$ cat config.mk
export PLATFORM = sky130hd
export DESIGN_NAME = mult4_seq_ctrl
export DESIGN_NICKNAME = d
export VERILOG_FILES = /design/src/rtl/mult4_pkg.sv /design/src/rtl/mult4_wait_timer.sv /design/src/rtl/mult4_seq_ctrl.sv
export SDC_FILE = /design/constraint.sdc
export NUM_CORES = 1
export LEC_CHECK = 0
export ABC_AREA = 1
export BUFFER_PORTS_ARGS = -buffer_cell sky130_fd_sc_hd__buf_2
export CORE_UTILIZATION = 45
export DETAILED_ROUTE_END_ITERATION = 10
export MAX_ROUTING_LAYER = met4
export PLACE_DENSITY = 0.77
export SLEW_MARGIN = 10
export SYNTH_ARGS = -nofsm -noshare
export SYNTH_HDL_FRONTEND = slang
export SYNTH_SLANG_ARGS = --single-unit
$ cat constraint.sdc
create_clock -name ck_i -period 2 [get_ports ck_i]
set_input_delay 0.4 -clock ck_i [delete_from_list [all_inputs] [get_ports ck_i]]
set_output_delay 0.4 -clock ck_i [all_outputs]
set_load 0.05 [all_outputs]
$ cat src/rtl/mult4_pkg.sv
// rtl/mult4_pkg.sv - shared state encoding and widths for the 4x4 multiplier sequencer
package mult4_pkg;

  localparam int OPW         = 4;
  localparam int PW          = 8;
  localparam int MUL_LATENCY = 6;

  typedef enum logic [2:0] {
    ST_IDLE   = 3'd0,
    ST_LAUNCH = 3'd1,
    ST_GUARD  = 3'd2,
    ST_WAIT   = 3'd3,
    ST_HOLD   = 3'd4
  } state_e;

endpackage

$ cat src/rtl/mult4_wait_timer.sv
// rtl/mult4_wait_timer.sv - saturating cycle counter that flags the last allowed WAIT cycle
module mult4_wait_timer (
  input  logic       ck_i,
  input  logic       rn_i,
  input  logic       clear_i,
  input  logic       enable_i,
  input  logic [3:0] wait_max_i,
  output logic       expired_o
);

  logic [3:0] cnt_q, cnt_d;

  always_comb begin
    cnt_d = cnt_q;
    if (clear_i) begin
      cnt_d = '0;
    end else if (enable_i && (cnt_q != 4'hF)) begin
      cnt_d = cnt_q + 4'd1;
    end
  end

  always_ff @(posedge ck_i or negedge rn_i) begin
    if (!rn_i) begin
      cnt_q <= '0;
    end else begin
      cnt_q <= cnt_d;
    end
  end

  // cnt_q holds completed WAIT cycles, so the current cycle number is cnt_q + 1
  assign expired_o = enable_i && (({1'b0, cnt_q} + 5'd1) >= {1'b0, wait_max_i});

endmodule

$ cat src/rtl/mult4_seq_ctrl.sv
// rtl/mult4_seq_ctrl.sv - operand sequencer and result/accumulator collector around the shift-add core
module mult4_seq_ctrl
  import mult4_pkg::*;
#(
  parameter int ACC_W    = 12,
  parameter int WAIT_MAX = 15
) (
  input  logic             ck_i,
  input  logic             rn_i,
  input  logic             in_valid_i,
  output logic             in_ready_o,
  input  logic [OPW-1:0]   in_a_i,
  input  logic [OPW-1:0]   in_b_i,
  input  logic             acc_clr_i,
  output logic [OPW-1:0]   mul_a_o,
  output logic [OPW-1:0]   mul_b_o,
  output logic             mul_start_o,
  input  logic             mul_ready_i,
  input  logic [PW-1:0]    mul_p_i,
  output logic             out_valid_o,
  input  logic             out_ready_i,
  output logic [PW-1:0]    out_p_o,
  output logic [ACC_W-1:0] out_acc_o,
  output logic             busy_o,
  output logic             timeout_o
);

  state_e           state_q, state_d;
  logic [OPW-1:0]   mul_a_q, mul_a_d, mul_b_q, mul_b_d;
  logic [PW-1:0]    out_p_q, out_p_d;
  logic [ACC_W-1:0] acc_q, acc_d, acc_base;
  logic             timeout_q, timeout_d;
  logic             expired, capture, time_out;

  mult4_wait_timer u_timer (
    .ck_i       (ck_i),
    .rn_i       (rn_i),
    .clear_i    (state_q != ST_WAIT),
    .enable_i   (state_q == ST_WAIT),
    .wait_max_i (4'(WAIT_MAX)),
    .expired_o  (expired)
  );

  always_comb begin
    state_d  = state_q;
    mul_a_d  = mul_a_q;
    mul_b_d  = mul_b_q;
    out_p_d  = out_p_q;
    capture  = 1'b0;
    time_out = 1'b0;
    case (state_q)
      ST_IDLE: begin
        if (in_valid_i) begin
          mul_a_d = in_a_i;
          mul_b_d = in_b_i;
          state_d = ST_LAUNCH;
        end
      end
      ST_LAUNCH: state_d = ST_GUARD;
      // READY may still be high from the previous job here, so it is not sampled
      ST_GUARD:  state_d = ST_WAIT;
      ST_WAIT: begin
        if (mul_ready_i) begin
          capture = 1'b1;
          out_p_d = mul_p_i;
          state_d = ST_HOLD;
        end else if (expired) begin
          time_out = 1'b1;
          out_p_d  = '0;
          state_d  = ST_HOLD;
        end
      end
      ST_HOLD: begin
        if (out_ready_i) begin
          state_d = ST_IDLE;
        end
      end
      default: state_d = ST_IDLE;
    endcase

    // a clear coinciding with a capture restarts the sum at this product
    acc_base  = acc_clr_i ? '0 : acc_q;
    acc_d     = capture ? (acc_base + ACC_W'(mul_p_i)) : acc_base;
    timeout_d = (timeout_q & ~acc_clr_i) | time_out;
  end

  always_ff @(posedge ck_i or negedge rn_i) begin
    if (!rn_i) begin
      state_q   <= ST_IDLE;
      mul_a_q   <= '0;
      mul_b_q   <= '0;
      out_p_q   <= '0;
      acc_q     <= '0;
      timeout_q <= 1'b0;
    end else begin
      state_q   <= state_d;
      mul_a_q   <= mul_a_d;
      mul_b_q   <= mul_b_d;
      out_p_q   <= out_p_d;
      acc_q     <= acc_d;
      timeout_q <= timeout_d;
    end
  end

  assign in_ready_o  = (state_q == ST_IDLE);
  assign mul_start_o = (state_q == ST_LAUNCH);
  assign out_valid_o = (state_q == ST_HOLD);
  assign busy_o      = (state_q != ST_IDLE);
  assign mul_a_o     = mul_a_q;
  assign mul_b_o     = mul_b_q;
  assign out_p_o     = out_p_q;
  assign out_acc_o   = acc_q;
  assign timeout_o   = timeout_q;

endmodule

## After elaboration in Yosys (flattened, before gate mapping)

Cells that the tools add are included.

| storage, ports and cells | value |
|---|---|
| bits in registers | 36 |
| input port bits | 22 |
| output and inout bits | 33 |
| logic and storage cells | 48 |

| operators by class | value |
|---|---|
| $add $sub $neg | 3 |
| order comparisons | 1 |
| equality and inequality tests | 9 |
| mux-type cells | 16 |
| bitwise operators | 3 |
| reduce and logical (&&, ||, !) cells | 9 |

Operators with widths:

| operator | count |
|---|---|
| two-way mux 12 bit | 2 |
| two-way mux 8 bit | 2 |
| one-hot mux 3 bit (5 select lines) | 1 |
| adder 12 x 8 -> 12 bit | 1 |
| two-way mux 3 bit | 4 |
| two-way mux 4 bit | 2 |
| equality test 3 x 2 -> 1 bit, second input constant | 2 |
| adder 4 x 1 -> 5 bit, second input constant | 1 |
| greater-or-equal comparator 5 x 4 -> 1 bit, second input constant | 1 |
| two-way mux 1 bit | 5 |
| adder 4 x 1 -> 4 bit, second input constant | 1 |
| != test 4 bit, second input constant | 1 |
| AND reduction 2 bit | 2 |
| nonzero test 2 bit | 2 |
| equality test 3 x 1 -> 1 bit, second input constant | 1 |
| equality test 3 bit, second input constant | 1 |
| logical NOT 3 bit | 1 |
| != test 3 x 2 -> 1 bit, second input constant | 1 |
| != test 3 bit, second input constant | 1 |
| AND reduction 3 bit | 1 |
| nonzero test 3 bit | 1 |
| logical AND 1 bit | 2 |
| != test 2 x 1 -> 1 bit, second input constant | 1 |
| != test 2 bit, second input constant | 1 |
| other kinds (3) | 3 |

## Logic depth before layout (Yosys ltp)

| logic depth | value |
|---|---|
| depth after elaboration | 7 |
| depth in mapped cells | 13 |
| depth with buffers taken out | 13 |

## By module

A second synthesis with hierarchy kept.

| second synthesis, totals | value |
|---|---|
| cell total of the unflattened synthesis | 259 |
| area total of the unflattened synthesis | 2082.0 um^2 |

Modules (own cells, without submodules):

| module | times used | cells each | area each (um^2) | sequential area each (um^2) |
|---|---|---|---|---|
| mult4_seq_ctrl | 1 | 211 | 1742.9 | 800.8 |
| mult4_wait_timer | 1 | 48 | 339.1 | 100.1 |

## Least setup slack after synthesis

No wires, ideal clock.

| timing | value |
|---|---|
| path type | reg2reg |
| start | reg state_q[0] |
| end | reg state_q[0] |
| library setup time | 0.126 ns |
| arrival | 2.074 ns |
| data required time | 1.874 ns |
| setup slack | -0.200 ns |
| stages on the path, launching flop included | 7 |
| buffers on the path | 0 |
| clock period less this slack | 2.200 ns |
| cell sequence | dfrtp_1 -> nor2_1 -> inv_1 -> nor2_1 -> inv_1 -> o21ai_0 -> a21oi_1 |

| on the way | value |
|---|---|
| elaborated cells on any way between the ends | 11 |
| classes of those cells | 7 x eq/ne; 1 x mux; 3 x reduce/logical |

RTL lines:

| item | line | source |
|---|---|---|
| start: declaration | mult4_seq_ctrl.sv:28 | `state_e state_q, state_d;` |
| start signal: assignment | mult4_seq_ctrl.sv:96 | `state_q <= state_d;` |
| logical NOT 3 bit (*) | - |  |
| net in_ready_o | mult4_seq_ctrl.sv:11 | `output logic in_ready_o,` |
| != test 2 bit (no line) | - |  |
| AND reduction 3 bit (no line) | - |  |

The timed path passes the listed nets; every way through them passes the cells marked *.
A chain may end at the register's enable or synchronous reset.

## Worst setup path in the final report

| timing | value |
|---|---|
| start | reg acc_q[0] (netlist: out_acc_o[0]) |
| end | reg acc_q[4] (netlist: out_acc_o[4]) |

| on the way | value |
|---|---|
| longest elaborated chain between the ends | 3 |

Ends and longest elaborated chain:

| item | line | source |
|---|---|---|
| start: declaration | mult4_seq_ctrl.sv:31 | `logic [ACC_W-1:0] acc_q, acc_d, acc_base;` |
| start signal: assignment | mult4_seq_ctrl.sv:93 | `acc_q <= '0;` |
| start signal: assignment | mult4_seq_ctrl.sv:100 | `acc_q <= acc_d;` |
| two-way mux 12 bit | mult4_seq_ctrl.sv:82 | `acc_base = acc_clr_i ? '0 : acc_q;` |
| adder 12 x 8 -> 12 bit | mult4_seq_ctrl.sv:83 | `acc_d = capture ? (acc_base + ACC_W'(mul_p_i)) : acc_base;` |
| two-way mux 12 bit | mult4_seq_ctrl.sv:83 |  |
| net acc_d[4] | mult4_seq_ctrl.sv:31 |  |

The timed path passes the listed nets, and every way through them passes these cells.

==> flow_summary.ini <==
[placement]
port_buffers = 54
dp_cells = 370
dpl_worst_slack_ns = 0.0119
gp_congestion = 0.858
dp_hpwl_um = 3460
place_area_um2 = 2400

[synthesis]
syn-mean-instance-area_um2 = 7.81
ys_types = 24
syn-num-nets = 296
ys_ff_latch = 36
synthCells = 263
ys_seq_area_frac = 0.439
syn-cell-area_um2 = 2050
ys_warn_count = 0

[timing]
rsz0062_at_grt = no
worst_clock_skew_ns = 0.00950
period_share = 0.888
hold_viol = 0
worst_slack_ns = 0.224
slew_headroom = 0.470
setup_viol = 0
worst_pin_slew_ns = 0.795
setup_tns_ns = 0
slew_viol_final = 0
clock.fmax_mhz = 563
fin_crit_ns = 1.78

[drt]
first_pass_iters = 5
drt-initial-drc-count = 97
wl_um = 4490
num_vias = 1866
wl_per_cell_um = 11.9
vias_per_cell = 4.94
final_antenna_net_count = 0
drc = 0

[clock_network]
cts_buffers = 5
clockBufferDepth = 2
path_clk_slew_ns = 0.08
hold_buffers = 0
postCtsSetupRepairBufs = 0
clk_latency_ns = 0.29
cts_tree = built
cts_sinks = 36
htreeDepth = 2
root_buffer = clkbuf_8
cts-resized-gates = 0

[setup_path]
criticalPathCategory = reg2reg
start_kind = flop
reg2reg_setup_slack_ns = 0.22
cp_data_arrival_time_ns = 1.93
r2r-end = out_acc_o[4]$_DFF_PN0_
cp_max_fo = 4
worstPathRequired_ns = 2.15
endpoint_kind = flop
reg2reg_from = out_acc_o[0]$_DFF_PN0_
ff2ff_path_depth = 8

[power]
power.leakage_uw = 0.00145
powerDensity_nw_per_um2 = 1480
clock_power_share = 0.169
power.switching_uw = 1860
pwr-share-comb = 0.527
swShare = 0.500
pwr-share-seq = 0.304
ir_worst_vdd_v = 0.000647
internal_power_uw = 1860

[floorplanning]
die_area_um2 = 4840
core-area_um2 = 4380
num_io_pins = 55
initial_core_util = 0.468
die_h_um = 69.5
rows = 24
die_w_um = 69.5

[layout]
area_growth_pct = 22.1
final_cell_mix = nand2_1, buf_2, dfrtp_1
drive_gt1_frac = 0.258
fin_cells = 378
diodes = 0
fin_area_um2 = 2510
final_common_cell = nand2_1
fill_cells = 423
final_nets = 358

[outcome]
status = complete, no violations

[flow_run]
max_cap_violations = 0

[global_route]
track_usage = 0.206
grt_max_degree = 37
grt_pass1_vias = 1740
grt_overflow = 0
grt_pass1_wl_um = 7680
antenna_found_initial = 0

[min_path]
hold_class = in2async
==> worst max path at each step <==
stage          depth (start not counted)                    from                       to  slack, ns
2_1_floorplan                         10  out_acc_o[0]$_DFF_PN0_  out_acc_o[10]$_DFF_PN0_       0.09
3_3_place_gp                          10               acc_clr_i  out_acc_o[10]$_DFF_PN0_        0.1
3_5_place_dp                          10               acc_clr_i  out_acc_o[10]$_DFF_PN0_       0.01
4_1_cts                               10  out_acc_o[0]$_DFF_PN0_  out_acc_o[10]$_DFF_PN0_       0.21
5_1_grt                               11  out_acc_o[6]$_DFF_PN0_  out_acc_o[11]$_DFF_PN0_       0.08
6_report                               8  out_acc_o[0]$_DFF_PN0_   out_acc_o[4]$_DFF_PN0_       0.22
==> critical path: stages, from the launching register on <==
cell	delay [ns]
dfrtp_1	0.38
inv_1	0.05
nor2_1	0.05
ha_1	0.24
fa_1	0.41
nand3_1	0.08
nand2_1	0.08
xnor2_1	0.21
o21ai_0	0.13
==> registers in the layout, indices dropped and copies added, names as in the netlist <==
signal / count
mul_b_o: 4
out_p_o: 8
state_q: 3
u_timer.cnt_q: 4
out_acc_o: 12
mul_a_o: 4
timeout_o: 1
==> metal layers <==
| layer | global-route usage | vias to the layer above | part of all wire |
|---|---|---|---|
| met2 | 0.332 | 56 | 0.48 |
| met1 | 0.261 | 847 | 0.46 |
| met5 | - | - | 0 |
| met4 | 0.0590 | 0 | 0.011 |
| met3 | 0.0480 | 6 | 0.050 |
| li1 | - | 957 | - |
==> power groups by stage <==
stage                     registers (uW)  clock network (uW)  logic, uW
final                               1130                 628       1960
after global routing                1170                 685       2100
after CTS                           1130                 645       1970
after detailed placement            1150                   0       1960
after global placement              1140                   0       1930
after floorplan                     1870                   0        784
==> synthesized netlist by cell type (all sizes together) <==
master,number,share of area
nand3b,1,0.0037
o21bai,1,0.0037
buf,4,0.014
xnor2,4,0.017
nand2,94,0.18
o21ai,6,0.015
fa,1,0.0098
and2,1,0.0030
nand4,6,0.018
mux2,8,0.044
nand3,22,0.056
inv,33,0.060
a21oi,8,0.020
ha,10,0.061
nor2,27,0.055
xor2,1,0.0043
dfrtp,36,0.44
==> final cells by class <==
cell class | instances | area, um^2 | area share
Timing Repair Buffer | 59 | 308 | 0.123
Tap cell | 52 | 65.1 | 0.0259
Clock inverter | 2 | 35.0 | 0.0140
Multi-Input combinational cell | 190 | 1000 | 0.400
Clock buffer | 6 | 72.6 | 0.0289
Sequential cell | 36 | 901 | 0.359
Inverter | 33 | 124 | 0.0494
==> metrics by stage <==
stage / util / total power (uW) / hold slack (ns)
floorplan: - / 2660 / 0.104
global placement: 0.547 / 3070 / 0.451
detailed placement: 0.547 / 3100 / 0.456
CTS: 0.572 / 3740 / 0.227
global route: 0.572 / 3950 / 0.250
finish: 0.572 / 3710 / 0.192
==> kinds of logic after synthesis <==
family                   Yosys count  synth area share
AND/OR/NAND/NOR                  151             0.313
buffers and inverters             37            0.0743
flip-flops                        36             0.439
AO/OA/AOI/OAI                     15            0.0378
adder cells (fa/ha/maj)           11            0.0707
multiplexers                       8            0.0439
XOR/XNOR                           5            0.0213
Note: power is estimated with default switching activity, not from simulation.
